--- src/rtl/fire_sequencer_module.sv ---
// Fire handshake initiator: sequences bursts of clear/mark/fire shots across the transducer channels.
// Define FIRE_SEQ_TIMEOUT_EN to compile in the per-shot completion timeout and the sticky timeoutErr flag.
module fire_sequencer_module #(
  parameter int NUM_CHANNELS = 8,
  parameter int ARM_CYCLES   = 4   // must be >= 2: channels latch delays one cycle after mark
) (
  input  logic                    clk,
  input  logic                    rst,
  input  logic                    trig,
  input  logic                    abort,
  input  logic [15:0]             numShots,
  input  logic [31:0]             shotInterval,
  input  logic [31:0]             timeoutCycles,
  input  logic [NUM_CHANNELS-1:0] channelEnable,
  input  logic [NUM_CHANNELS-1:0] fireComplete,
  output logic [NUM_CHANNELS-1:0] isActive,
  output logic                    chanRst,
  output logic                    onYourMark,
  output logic                    GOGOGO_EXCLAMATION,
  output logic                    busy,
  output logic [15:0]             shotCount,
  output logic                    done,
  output logic                    timeoutErr
);

  typedef enum logic [2:0] {IDLE, CLEAR, MARK, FIRE, INTERVAL} stateT;

  stateT                   state, stateNext;
  logic                    abortPend, abortPendNext;
  logic [31:0]             cnt, cntNext;
  logic [NUM_CHANNELS-1:0] mask;
  logic [15:0]             shotsQ;
  logic [31:0]             intervalQ;

  logic [NUM_CHANNELS-1:0] isActiveNext;
  logic                    chanRstNext, markNext, goNext, busyNext, doneNext;
  logic [15:0]             shotCountNext;
  logic                    complete, timedOut, acceptTrig;

  // Disabled channels count as complete.
  assign complete   = &(fireComplete | ~mask);
  // An abort is still being wound down while abortPend is set, so trig is not yet accepted.
  assign acceptTrig = (state == IDLE) && !abortPend && trig;

  always_comb begin
    // NOTE: every signal driven here gets a default first, so no path can infer a latch.
    stateNext     = state;
    abortPendNext = 1'b0;
    cntNext       = cnt;
    isActiveNext  = isActive;
    chanRstNext   = 1'b0;
    markNext      = 1'b0;
    goNext        = 1'b0;
    busyNext      = busy;
    shotCountNext = shotCount;
    doneNext      = 1'b0;

    unique case (state)
      IDLE: begin
        if (abortPend) begin
          isActiveNext = '0;
          busyNext     = 1'b0;
          doneNext     = 1'b1;
        end else if (trig) begin
          shotCountNext = '0;
          if (numShots == 16'd0) begin
            doneNext = 1'b1;
          end else begin
            stateNext    = CLEAR;
            busyNext     = 1'b1;
            chanRstNext  = 1'b1;
            isActiveNext = channelEnable;
          end
        end
      end
      CLEAR: begin
        stateNext = MARK;
        markNext  = 1'b1;
        cntNext   = 32'(ARM_CYCLES - 1);
      end
      MARK: begin
        markNext = 1'b1;
        if (cnt == 32'd0) begin
          stateNext = FIRE;
          goNext    = 1'b1;
          cntNext   = '0;
        end else begin
          cntNext = cnt - 32'd1;
        end
      end
      FIRE: begin
        if (complete) begin
          shotCountNext = shotCount + 16'd1;
          if (shotCount + 16'd1 == shotsQ) begin
            stateNext    = IDLE;
            busyNext     = 1'b0;
            doneNext     = 1'b1;
            isActiveNext = '0;
          end else begin
            stateNext = INTERVAL;
            cntNext   = intervalQ;
          end
        end else if (timedOut) begin
          stateNext     = IDLE;
          abortPendNext = 1'b1;
          chanRstNext   = 1'b1;
        end else begin
          markNext = 1'b1;
          goNext   = 1'b1;
          cntNext  = cnt + 32'd1;   // cycles spent in FIRE, used by the timeout
        end
      end
      INTERVAL: begin
        if (cnt == 32'd0) begin
          stateNext   = CLEAR;
          chanRstNext = 1'b1;
        end else begin
          cntNext = cnt - 32'd1;
        end
      end
      default: stateNext = IDLE;
    endcase

    // Abort beats a same-edge completion: the shot is not counted and the mask stays up for the clear.
    if (state != IDLE && abort) begin
      stateNext     = IDLE;
      abortPendNext = 1'b1;
      chanRstNext   = 1'b1;
      markNext      = 1'b0;
      goNext        = 1'b0;
      doneNext      = 1'b0;
      isActiveNext  = isActive;
      busyNext      = busy;
      shotCountNext = shotCount;
      cntNext       = cnt;
    end
  end

  always_ff @(posedge clk or negedge rst) begin
    if (!rst) begin
      // NOTE: the latched configuration is reset along with the control state so nothing powers up as X.
      state              <= IDLE;
      abortPend          <= 1'b0;
      cnt                <= '0;
      mask               <= '0;
      shotsQ             <= '0;
      intervalQ          <= '0;
      isActive           <= '0;
      chanRst            <= 1'b0;
      onYourMark         <= 1'b0;
      GOGOGO_EXCLAMATION <= 1'b0;
      busy               <= 1'b0;
      shotCount          <= '0;
      done               <= 1'b0;
    end else begin
      // NOTE: non-blocking assignments so every register samples pre-edge values.
      state              <= stateNext;
      abortPend          <= abortPendNext;
      cnt                <= cntNext;
      isActive           <= isActiveNext;
      chanRst            <= chanRstNext;
      onYourMark         <= markNext;
      GOGOGO_EXCLAMATION <= goNext;
      busy               <= busyNext;
      shotCount          <= shotCountNext;
      done               <= doneNext;
      if (acceptTrig) begin
        mask      <= channelEnable;
        shotsQ    <= numShots;
        intervalQ <= shotInterval;
      end
    end
  end

`ifdef FIRE_SEQ_TIMEOUT_EN
  logic [31:0] timeoutQ;
  logic        timeoutErrNext;

  // cnt is zero in the first FIRE cycle, so this fires after exactly timeoutQ FIRE cycles.
  assign timedOut = (timeoutQ != 32'd0) && (cnt == timeoutQ - 32'd1);

  always_comb begin
    timeoutErrNext = timeoutErr;
    if (acceptTrig)
      timeoutErrNext = 1'b0;
    else if (state == FIRE && !abort && !complete && timedOut)
      timeoutErrNext = 1'b1;
  end

  always_ff @(posedge clk or negedge rst) begin
    if (!rst) begin
      timeoutQ   <= '0;
      timeoutErr <= 1'b0;
    end else begin
      timeoutErr <= timeoutErrNext;
      if (acceptTrig) timeoutQ <= timeoutCycles;
    end
  end
`else
  logic unusedTimeoutCycles;

  assign timedOut            = 1'b0;
  assign timeoutErr          = 1'b0;
  assign unusedTimeoutCycles = ^timeoutCycles;
`endif

endmodule

--- config.mk ---
export PLATFORM = sky130hd
export DESIGN_NAME = fire_sequencer_module
export DESIGN_NICKNAME = d
export VERILOG_FILES = /design/src/rtl/fire_sequencer_module.sv
export SDC_FILE = /design/constraint.sdc
export NUM_CORES = 1
export LEC_CHECK = 0
export CAP_MARGIN = 30
export CORE_MARGIN = 1
export CORE_UTILIZATION = 58
export DETAILED_ROUTE_END_ITERATION = 10
export MAX_ROUTING_LAYER = met4
export PLACE_DENSITY = 0.84
export SLEW_MARGIN = 5
export SYNTH_ARGS = -nofsm -noshare
export SYNTH_HDL_FRONTEND = slang
export SYNTH_SLANG_ARGS = --single-unit
--- constraint.sdc ---
create_clock -name clk -period 6.4 [get_ports clk]
set_input_delay 1.6 -clock clk [delete_from_list [all_inputs] [get_ports clk]]
set_output_delay 1.6 -clock clk [all_outputs]
set_load 0.01 [all_outputs]
==> reports/qor_table.md, run 1 <==
| Quantity | Value | Unit |
|:---|:---|:---|
| Total power per unit cell area | 429.1 | nW/um2 |
| Clock share of power | 0.255 | - |
| Final slew viol count | 0 | - |
| Post-Synthesis Mean Instance Area | 9.213 | um2 |
| RePlAce Congestion | 0.8949 | - |
| Maximum fanout along the worst path | 32 | - |
| Synthesized instance count | 790 | - |
| Latest clock arrival within the worst-skew pair | 0.43 | ns |
| Post-synthesis cell area | 7278 | um2 |
| Area of the die | 13,000 | um2 |
| Top-level I/O count | 130 | - |
| Internal | 2.354 | mW |
| Gate power share | 0.405 | - |
| Floorplan die height | 114.0 | um |
| Number of warnings reported in the yosys synthesis log | 0 | - |
| Number of antenna violations at the first check in global routing | 0 | - |
| Layout filler cell count | 874 | - |
| Slew @ Worst Pin | 1.030 | ns |
| Highest achievable clock rate | 216.7 | MHz |
| Routed length per instance | 19.68 | um |
| Critical Path Source Type | input port | - |
| Largest net degree at the start of global routing | 71 | - |
| Via count of the first global-routing pass | 6,841 | - |
| Combined buffer and inverter count along the critical path | 3 | - |
| Routed via count | 6,796 | - |
| Chain of cells forming the critical path | clkdlybuf4s50_1, nor2b_1, a2111oi_0, clkbuf_2, nand2_1, buf_4, nand2_1, nand2_1, or2_2, o41ai_1 | - |
| Worst min-delay path category | reg2reg | - |
| H-tree depth | 4 | - |
| Leading register cell type out of synthesis | dfrtp_1 | - |
| Core Rows | 40 | - |
| Leak Pwr | 3.591 | nW |
| Total nets after synthesis | 894 | - |
| Top sig layer | met4 | - |
| Slowest stage cell, crit path | or2_2 | - |
| Synthesized flop and latch total | 121 | - |
| Share of the clock period used by the worst path | 0.7211 | - |
| Iteration-0 DRC count of the detailed router | 596 | - |
| GRT Util Overall | 0.3452 | - |
| Worst vdd ir | 0.0002431 | V |
| Most frequent cell on the critical path | nand2_1 | - |
| Residual overflow from global routing | 0 | - |
| Unique masters post-synth | 65 | - |
| Worst-case headroom to the max-slew limit | 0.3090 | - |
| Drt drc | 0 | - |
| Type of element capturing the critical path | register | - |
| Length of routed met3 wiring | 1639 | um |
| Std-Cell Core Area | 12,110 | um2 |
| Share of synthesized area occupied by flip-flops and latches | 0.4160 | - |
| Maximum single-stage delay on the critical path | 0.58 | ns |
| Final hold violation count | 0 | - |
| Sink Count | 121 | - |
| Count of TritonRoute iterations in the first routing pass | 5 | - |
| Metal2 WL | 10,010 | um |
| Switching component of the power | 1.494 | mW |
| Clock edge transition at the registers on the reported setup and hold paths | 0.06 | ns |
| Shortest clock period the worst path allows after layout | 4.615 | ns |
| Global-route wire length before repair | 33,900 | um |
| Portion of total power attributed to sequential cells | 0.340 | - |
| Clock tree from TritonCTS | yes | - |
| Area grow syn2layout | 23.19 | % |
| Number of hold buffers added after cts | 0 | - |
| Max cap viols | 0 | - |
| Clock tree skew after final layout | 0.007636 | ns |
| Setup_tns | 0 | ns |
| HPWL after DPL | 13,230 | um |
| Buffer type at the clock tree root | clkbuf_16 | - |
| Total detailed-routing wirelength | 20,590 | um |
| Setup-violating endpoint count in the final report | 0 | - |
| Critical path type | in2reg | - |
| Arrival time worst endpoint | 4.93 | ns |
| Unrepaired setup endpoints after global routing | false | - |
| Post-Route M1 WL | 8264 | um |
| Post-cts repair resize count | 0 | - |
| Post-CTS setup buffers | 0 | - |
| Fraction of power spent switching nets | 0.3883 | - |
| Num CTS Buffers | 17 | - |
| Number of buffers between clock root and the deepest sink | 2 | - |
| Initial core utilization | 0.6009 | - |
| Inserted Diodes | 0 | - |
| Average via count per standard cell | 6.497 | - |
| Post-detailed-route count of antenna-violating nets | 0 | - |
| Overall power of the completed layout | 3.848 | mW |
| Quantity of I/O buffers inserted on ports | 96 | - |
| Count of flip-flops with a built-in enable after synthesis | 0 | - |
| FFs w/ async S/R, synth | 1.000 | - |
| Top cell family by delay on the critical path | simple AND/OR/NAND/NOR gates | - |
| Required arrival time at the worst endpoint | 6.71 | ns |
| Run status | completed | - |
| Die width | 114.0 | um |
| Count of nets after finishing | 969 | - |
| Proportion of layout cells with a drive suffix above 1 | 0.1401 | - |
through the flow:
step	hold WS [ns]	utilization	setup WS (ns)	std cells	cell area, um2
6_report	0.4966	0.7403	1.785	1046	8966
4_1_cts	0.4941	0.7366	1.452	1043	8921
2_1_floorplan	0.4712	-	2.657	790	7278
3_5_place_dp	0.4679	0.6865	1.099	1011	8314
5_1_grt	0.5200	0.7403	1.558	1046	8966
3_3_place_gp	0.4672	0.6865	1.334	1011	8314
logic make-up after synthesis:
logic type	share of synthesized area
simple gates	0.1908
compound gates	0.1992
flops	0.4160
buf+inv	0.04195
mux	0.09266
xor+xnor	0.05054
fa+ha+maj	0.008252
other cells	0.0005152
layer usage:
| layer | vias to the layer above | GRT usage |
|---|---|---|
| li1 | 3068 | - |
| met1 | 3293 | 0.4228 |
| met2 | 366 | 0.5406 |
| met3 | 69 | 0.08183 |
| met4 | 0 | 0.1636 |
| met5 | - | - |
placed cells by master, fill, tap and decap left out, types with 5 or more instances in the layout:
cell type / count
dfrtp_1: 121
clkdlybuf4s50_1: 95
nor2_1: 64
mux2_2: 59
a21oi_1: 48
nand2_1: 47
o21ai_0: 45
o31ai_1: 38
nand3_1: 24
xor2_1: 21
xnor2_1: 21
nor3_1: 21
o21ai_1: 20
nor4_1: 18
clkbuf_16: 17
nand4_1: 16
buf_4: 16
inv_1: 14
nand2b_1: 14
or3_1: 11
nor2b_1: 11
a22o_1: 9
a31oi_1: 8
a211oi_1: 7
and4_1: 6
o31a_1: 6
and2_1: 5
a21o_1: 5
and3_1: 5
final timing paths:
kind,start,depth (start not counted),slack (ns),end
hold / removal,busy$_DFFE_PN0P_,1,0.50,busy$_DFFE_PN0P_
hold reg to reg,busy$_DFFE_PN0P_,1,0.50,busy$_DFFE_PN0P_
min in group asynchronous,rst,1,0.96,intervalQ[22]$_DFFE_PN0P_
setup / recovery,fireComplete[2],10,1.79,shotCount[6]$_DFFE_PN0P_
setup reg to reg,cnt[12]$_DFFE_PN0P_,9,2.63,cnt[2]$_DFFE_PN0P_
max in group asynchronous,rst,3,4.20,isActive[3]$_DFFE_PN0P_
layout make-up:
class,instances,area (um2),share of cell area
Inverter,14,52.55,0.005861
Tap cell,168,210.2,0.02344
Clock buffer,20,466.7,0.05205
Sequential cell,121,3028,0.3377
Clock inverter,12,140.1,0.01563
Multi-Input combinational cell,597,3953,0.4408
Timing Repair Buffer,114,1116,0.1245
flip-flops by register name (all words and copies together) (netlist names):
name,flops
done,1
GOGOGO_EXCLAMATION,1
intervalQ,32
isActive,8
cnt,32
shotCount,16
state,3
shotsQ,16
abortPend,1
mask,8
busy,1
onYourMark,1
chanRst,1
power by group through the flow:
stage	clock, mW	combinational [mW]	sequential (mW)
finish	0.981	1.56	1.31
global route	1.03	1.68	1.34
CTS	0.991	1.53	1.30
detailed placement	0	1.50	1.30
global placement	0	1.45	1.29
floorplan	0	1.14	1.20
synthesized netlist by cell type (14+ instances only):
master | count | share of area
a21oi_1 | 48 | 0.033
clkbuf_1 | 38 | 0.020
dfrtp_1 | 121 | 0.42
inv_1 | 14 | 0.0072
mux2_2 | 59 | 0.091
nand2_1 | 48 | 0.025
nand2b_1 | 14 | 0.012
nand3_1 | 24 | 0.017
nand4_1 | 16 | 0.014
nor2_1 | 64 | 0.033
nor3_1 | 21 | 0.014
nor4_1 | 18 | 0.015
o21ai_0 | 45 | 0.031
o21ai_1 | 20 | 0.014
o31ai_1 | 39 | 0.040
xnor2_1 | 21 | 0.025
xor2_1 | 21 | 0.025
worst register-to-register path, delay by kind of cell (launching register included):
family,cells,cell delay [ns]
and+or+nand+nor,5,2.21
DFF,1,0.48
AOI/OAI and AO/OA,2,0.25
buffers and inverters,2,0.69
(Power assumes the default switching activity.)
==> inputs of run 2 (changes only) <==
- CORE_UTILIZATION: 58 -> 48
- PLACE_DENSITY: 0.84 -> 0.74
- clock period: 6.4 -> 4 ns (I/O delays scaled with it)
==> run 2 against run 1 <==
Compared with the run above: count of clock-buffer cells in the layout up 1; critical path type is now reg2reg; non-clock buffer count up 12; hold slack worse by 0.0037 ns; critical endpoint is now isActive[5]$_DFFE_PN0P_; critical path depth down 2; core utilization down 12 points; largest cell class unchanged; largest power group unchanged; highest routed layer unchanged; combinational power up 64%; flip-flop and latch count unchanged.
==> reports/qor_table.md, run 2 (synthesized netlist as in run 1, its figures left out) <==
| Quantity | Value | Unit | Change |
|:---|:---|:---|:---|
| Area of the die | 15,660 | um2 | +20% |
| Average via count per standard cell | 6.317 | - | -2.8% |
| HPWL after DPL | 13,980 | um | +5.6% |
| Core Rows | 44 | - | +10% |
| Clock edge transition at the registers on the reported setup and hold paths | 0.06 | ns | about the same |
| Slowest stage cell, crit path | or4_1 | - |  |
| Critical Path Source Type | register | - |  |
| Critical path type | reg2reg | - |  |
| Internal | 3.846 | mW | +63% |
| GRT Util Overall | 0.2748 | - | -0.07043 |
| R2r setup slk | 0.63 | ns | -2.00 ns |
| Arrival time worst endpoint | 3.66 | ns | -1.27 ns |
| Final slew viol count | 0 | - | unchanged |
| Fraction of power spent switching nets | 0.3838 | - | -0.004501 |
| Number of stages on the worst hold path | 1 | - | unchanged |
| Source of the critical timing path | shotCount[0]$_DFFE_PN0P_ | - |  |
| Unrepaired setup endpoints after global routing | false | - |  |
| Top-level I/O count | 130 | - | unchanged |
| Largest registers | cnt x32, intervalQ x32 | - |  |
| Largest net degree at the start of global routing | 78 | - | +9.9% |
| Number of buffers between clock root and the deepest sink | 2 | - | unchanged |
| Global-route wire length before repair | 33,460 | um | -1.3% |
| Total power per unit cell area | 685.0 | nW/um2 | +60% |
| H-tree depth | 4 | - | unchanged |
| Number of hold buffers added after cts | 0 | - | unchanged |
| Inserted Diodes | 0 | - | unchanged |
| Die width | 125.1 | um | +9.8% |
| Type of element capturing the critical path | register | - |  |
| Final Util | 0.6223 | - | -0.1180 |
| Maximum single-stage delay on the critical path | 0.60 | ns | +0.02 ns |
| Worst min-delay path category | reg2reg | - |  |
| Quantity of I/O buffers inserted on ports | 96 | - | unchanged |
| Residual overflow from global routing | 0 | - | unchanged |
| Maximum fanout along the worst path | 9 | - | -72% |
| Most frequent standard cell in the layout excluding fill and tap cells | dfrtp_1 | - |  |
| RePlAce Congestion | 0.9141 | - | +2.1% |
| Routed via count | 6,784 | - | -0.18% |
| Leak Pwr | 3.654 | nW | +1.8% |
| Clock tree skew after final layout | 0.01378 | ns | +0.006148 ns |
| Required arrival time at the worst endpoint | 4.30 | ns | -2.41 ns |
| Shortest clock period the worst path allows after layout | 3.367 | ns |  |
| Latest clock arrival within the worst-skew pair | 0.42 | ns | about the same |
| Max cap viols | 0 | - | unchanged |
| Portion of total power attributed to sequential cells | 0.334 | - | -0.006 |
| Worst vdd ir | 0.0004366 | V | +80% |
| Count of nets after finishing | 981 | - | +1.2% |
| Routed length per instance | 19.27 | um | -2.1% |
| Clock tree from TritonCTS | yes | - |  |
| Worst-case headroom to the max-slew limit | 0.3299 | - | +0.02094 |
| Commonest cells after routing, fill and taps aside | dfrtp_1, clkdlybuf4s50_1, nor2_1, mux2_2, a21oi_1 | - |  |
| Chain of cells forming the critical path | ha_1, nand3_2, nor3_2, xnor2_1, or4_1, nor4_1, o211ai_1, a22o_1 | - |  |
| Count of TritonRoute iterations in the first routing pass | 7 | - | +2 |
| Clock share of power | 0.255 | - | about the same |
| Switching component of the power | 2.395 | mW | +60% |
| Gate power share | 0.410 | - | +0.005 |
| Post-detailed-route count of antenna-violating nets | 0 | - | unchanged |
| Worst r2r path cells | 8 | - | -1 |
| Reg-to-reg startpoint | shotCount[0]$_DFFE_PN0P_ | - |  |
| Initial core utilization | 0.4970 | - | -0.1039 |
| Via count of the first global-routing pass | 6,681 | - | -2.3% |
| Share of the clock period used by the worst path | 0.8417 | - |  |
| Num CTS Buffers | 17 | - | unchanged |
| Buffer type at the clock tree root | clkbuf_16 | - |  |
| Layout filler cell count | 1,188 | - | +36% |
| Floorplan die height | 125.1 | um | +9.8% |
| Post-CTS setup buffers | 0 | - | unchanged |
| Setup_tns | 0 | ns | unchanged |
| Final hold violation count | 0 | - | unchanged |
| Drt drc | 0 | - | unchanged |
| Iteration-0 DRC count of the detailed router | 695 | - | +17% |
| Sink Count | 121 | - | unchanged |
| End of the critical path | isActive[5]$_DFFE_PN0P_ | - |  |
| Run status | completed | - |  |
| Worst reg2reg endpoint | isActive[5]$_DFFE_PN0P_ | - |  |
| Total detailed-routing wirelength | 20,700 | um | +0.54% |
| Area grow syn2layout | 25.20 | % |  |
| Std-Cell Core Area | 14,640 | um2 | +21% |
| Proportion of layout cells with a drive suffix above 1 | 0.1528 | - | +0.01272 |
| Slew @ Worst Pin | 1.005 | ns | -0.02522 ns |
| Setup-violating endpoint count in the final report | 0 | - | unchanged |
| Highest achievable clock rate | 297.0 | MHz |  |
| Number of antenna violations at the first check in global routing | 0 | - | unchanged |
| Post-cts repair resize count | 0 | - | unchanged |
run 2: routing by layer:
| metal | track usage | routed length (um) | share of wire | up-vias |
|---|---|---|---|---|
| li1 | - | - | - | 3106 |
| met1 | 0.3542 | 8987 | 0.43 | 3311 |
| met2 | 0.4239 | 9632 | 0.47 | 320 |
| met3 | 0.07018 | 1681 | 0.081 | 47 |
| met4 | 0.08752 | 395 | 0.019 | 0 |
| met5 | - | 0 | 0 | - |
run 2: power by group through the flow:
stage | logic (mW) | registers [mW] | clock network [mW]
2_1_floorplan | 1.82 | 1.92 | 0
3_3_place_gp | 2.42 | 2.07 | 0
3_5_place_dp | 2.51 | 2.09 | 0
4_1_cts | 2.53 | 2.07 | 1.61
5_1_grt | 2.75 | 2.15 | 1.67
6_report | 2.56 | 2.09 | 1.59
run 2: metrics by stage:
step / power (mW) / hold WS [ns] / cell area [um2] / instances / setup slack, ns
6_report: 6.242 / 0.4929 / 9112 / 1074 / 0.6332
5_1_grt: 6.570 / 0.5022 / 9112 / 1074 / 0.3704
4_1_cts: 6.220 / 0.4925 / 9112 / 1074 / 0.6251
3_5_place_dp: 4.597 / 0.4745 / 8497 / 1042 / 0.4036
3_3_place_gp: 4.490 / 0.4656 / 8497 / 1042 / 0.3746
2_1_floorplan: 3.737 / 0.4712 / 7278 / 790 / 0.8574
run 2: worst min path at each step:
stage	slack [ns]	endpoint	startpoint
finish	0.49	busy$_DFFE_PN0P_	busy$_DFFE_PN0P_
global route	0.50	busy$_DFFE_PN0P_	busy$_DFFE_PN0P_
CTS	0.49	busy$_DFFE_PN0P_	busy$_DFFE_PN0P_
detailed placement	0.47	busy$_DFFE_PN0P_	busy$_DFFE_PN0P_
global placement	0.47	busy$_DFFE_PN0P_	busy$_DFFE_PN0P_
floorplan	0.47	mask[0]$_DFFE_PN0P_	mask[0]$_DFFE_PN0P_
run 2: final cells by class:
cell class	instances	area [um2]	area share
clock buffer	21	480.5	0.05273
clock inverter	11	135.1	0.01483
inverter	14	52.55	0.005767
multi-input combinational	597	3953	0.4337
sequential	121	3028	0.3323
tap	184	230.2	0.02526
timing repair buffer	126	1234	0.1354
run 2: critical path, delay by kind of cell (launching register included):
kind                     cells  cell delay (ns)
adder cells (fa/ha/maj)      1             0.33
flip-flops                   1             0.50
AND/OR/NAND/NOR              4             1.59
AO/OA/AOI/OAI                2             0.72
XOR/XNOR                     1             0.11
==> inputs of run 3 (changes only) <==
- clock period: 4 -> 2.8 ns (I/O delays scaled with it)
==> run 3 against run 2 <==
Compared with the run above: the run now ends with design-rule violations left; core utilization is 3.2 points higher; maximum frequency grew 25%; cell area increased by 5.1%; die area unchanged; critical path type unchanged.
==> reports/qor_table.md, run 3 (synthesized netlist as in run 1, its figures left out) <==
| Quantity | Value | Unit | Change |
|:---|:---|:---|:---|
| Run status | finished, violations left | - |  |
| Failing checks | design-rule violations | - |  |
| Worst reg2reg endpoint | cnt[2]$_DFFE_PN0P_ | - |  |
| Overall power of the completed layout | 9.277 | mW | +49% |
| Worst r2r path cells | 8 | - | unchanged |
| Die width | 125.1 | um | unchanged |
| Type of element capturing the critical path | register | - |  |
| Routed length per instance | 19.51 | um | +1.2% |
| Chain of cells forming the critical path | nand4_1, nor3_2, xnor2_1, or4_4, nor4_4, or2_4, buf_12, o21ai_0 | - |  |
| Maximum single-stage delay on the critical path | 0.53 | ns | -0.07 ns |
| Iteration-0 DRC count of the detailed router | 728 | - | +4.7% |
| H-tree depth | 4 | - | unchanged |
| GRT Util Overall | 0.2972 | - | +0.02244 |
| Average via count per standard cell | 6.210 | - | -1.7% |
| Initial core utilization | 0.4970 | - | unchanged |
| Final Util | 0.6539 | - | +0.03161 |
| Std-Cell Core Area | 14,640 | um2 | unchanged |
| Unrepaired setup endpoints after global routing | false | - |  |
| Top-level I/O count | 130 | - | unchanged |
| Reg-to-reg startpoint | shotCount[8]$_DFFE_PN0P_ | - |  |
| Largest net degree at the start of global routing | 46 | - | -41% |
| Largest registers | cnt x32, intervalQ x32 | - |  |
| Floorplan die height | 125.1 | um | unchanged |
| Routed via count | 6,974 | - | +2.8% |
| Final hold violation count | 0 | - | unchanged |
| Share of the clock period used by the worst path | 0.9587 | - | +0.1170 |
| HPWL after DPL | 15,020 | um | +7.4% |
| Max cap viols | 0 | - | unchanged |
| Number of antenna violations at the first check in global routing | 0 | - | unchanged |
| Area grow syn2layout | 31.56 | % |  |
| Arrival time worst endpoint | 2.98 | ns | -0.68 ns |
| Buffer type at the clock tree root | clkbuf_16 | - |  |
| Residual overflow from global routing | 0 | - | unchanged |
| Proportion of layout cells with a drive suffix above 1 | 0.2077 | - | +0.05486 |
| Total power per unit cell area | 968.8 | nW/um2 | +41% |
| Quantity of I/O buffers inserted on ports | 96 | - | unchanged |
| Slew @ Worst Pin | 0.7185 | ns | -0.2866 ns |
| Inserted Diodes | 0 | - | unchanged |
| Latest clock arrival within the worst-skew pair | 0.43 | ns | about the same |
| Post-detailed-route count of antenna-violating nets | 0 | - | unchanged |
| Layout filler cell count | 1,138 | - | -4.2% |
| Critical path type | reg2reg | - |  |
| Worst min-delay path category | in2async | - |  |
| Critical Path Source Type | register | - |  |
| R2r setup slk | 0.12 | ns | -0.52 ns |
| Final Hold Slack | 0.2399 | ns | -0.2530 ns |
| Leak Pwr | 3.959 | nW | +8.3% |
| Worst vdd ir | 0.0006777 | V | +55% |
| Number of hold buffers added after cts | 0 | - | unchanged |
| Worst-case headroom to the max-slew limit | 0.5192 | - | +0.1893 |
| Highest achievable clock rate | 372.5 | MHz | +25% |
| Shortest clock period the worst path allows after layout | 2.684 | ns | -0.6824 ns |
| Clock tree skew after final layout | 0.01194 | ns | -0.001842 ns |
| Clock edge transition at the registers on the reported setup and hold paths | 0.06 | ns | about the same |
| Setup-violating endpoint count in the final report | 0 | - | unchanged |
| Total detailed-routing wirelength | 21,910 | um | +5.9% |
| Num CTS Buffers | 17 | - | unchanged |
| Global-route wire length before repair | 35,770 | um | +6.9% |
| Core Rows | 44 | - | unchanged |
| Clock tree from TritonCTS | yes | - |  |
| Drt drc | 6 | - | +6 |
| Count of nets after finishing | 1,030 | - | +5.0% |
| RePlAce Congestion | 0.9418 | - | +3.0% |
| Count of TritonRoute iterations in the first routing pass | 8 | - | +1 |
| Commonest cells after routing, fill and taps aside | dfrtp_1, clkdlybuf4s50_1, buf_4, nor2_1, mux2_2 | - |  |
| Via count of the first global-routing pass | 6,967 | - | +4.3% |
| Sink Count | 121 | - | unchanged |
| Maximum fanout along the worst path | 13 | - | +4 |
| Area of the die | 15,660 | um2 | unchanged |
| Required arrival time at the worst endpoint | 3.09 | ns | -1.21 ns |
| Number of buffers between clock root and the deepest sink | 2 | - | unchanged |
| Final slew viol count | 0 | - | unchanged |
| Slowest stage cell, crit path | or4_4 | - |  |
| Most frequent standard cell in the layout excluding fill and tap cells | dfrtp_1 | - |  |
run 3: changes by cell type in the layout (fill, tap and decap cells not counted), sizes merged:
cell      previous run  this run
clkinv               3         5
clkinvlp             2         1
buf                 31        79
clkbuf              21        20
inv                 18        19
run 3: how the worst max path moves through the flow:
stage | endpoint | slack, ns | depth (start not counted) | from
floorplan | cnt[10]$_DFFE_PN0P_ | 0.009 | 10 | shotCount[0]$_DFFE_PN0P_
global placement | cnt[12]$_DFFE_PN0P_ | -0.40 | 11 | fireComplete[7]
detailed placement | cnt[12]$_DFFE_PN0P_ | -0.41 | 11 | fireComplete[3]
CTS | cnt[2]$_DFFE_PN0P_ | 0.02 | 11 | fireComplete[3]
global route | cnt[3]$_DFFE_PN0P_ | 0.001 | 10 | fireComplete[6]
finish | cnt[2]$_DFFE_PN0P_ | 0.12 | 8 | shotCount[8]$_DFFE_PN0P_
run 3: per-layer routing:
metal,part of all wire,vias up,track usage
li1,-,3191,-
met5,0,-,-
met1,0.44,3382,0.3958
met3,0.075,57,0.05477
met2,0.46,344,0.4459
met4,0.026,0,0.1248
run 3: what timing repair did:
action	in CTS	in global routing
endpoints found under the setup margin	5	41
pin swaps	0	5
setup buffers	0	3
gates cloned	0	1
resized for setup	1	14
run 3: worst max-delay path, delay by kind of cell, from the launching register on:
kind            cells  cell delay [ns]
compound gates      1             0.11
xor+xnor            1             0.12
simple gates        5             1.69
flops               1             0.45
buf+inv             1             0.16
run 3: metrics by stage:
step | cells | setup TNS [ns] | area, um2 | setup slack [ns]
2_1_floorplan | 790 | 0 | 7283 | 0.009274
3_3_place_gp | 1087 | -13.95 | 8827 | -0.4044
3_5_place_dp | 1087 | -14.75 | 8827 | -0.4084
4_1_cts | 1119 | 0 | 9447 | 0.01547
5_1_grt | 1123 | 0 | 9575 | 0.001375
6_report | 1123 | 0 | 9575 | 0.1156
run 3: cell type report:
class                   instances  area, um2  area share
flip-flops and latches        121       3030      0.3165
multi-input cells             597       4031      0.4210
well taps                     184      230.2     0.02404
clock inverters                13      160.2     0.01673
repair buffers                175       1618      0.1690
inverters                      14      52.55    0.005488
clock buffers                  19      452.9     0.04730
run 3: power by group:
| part | switching, mW | internal (mW) | leakage (nW) | total [mW] |
|---|---|---|---|---|
| sequential | 0.565 | 2.38 | 1.53 | 2.95 |
| clock | 0.906 | 1.38 | 0.299 | 2.29 |
| combinational | 2.14 | 1.91 | 2.13 | 4.04 |
| total | 3.61 | 5.67 | 3.96 | 9.28 |
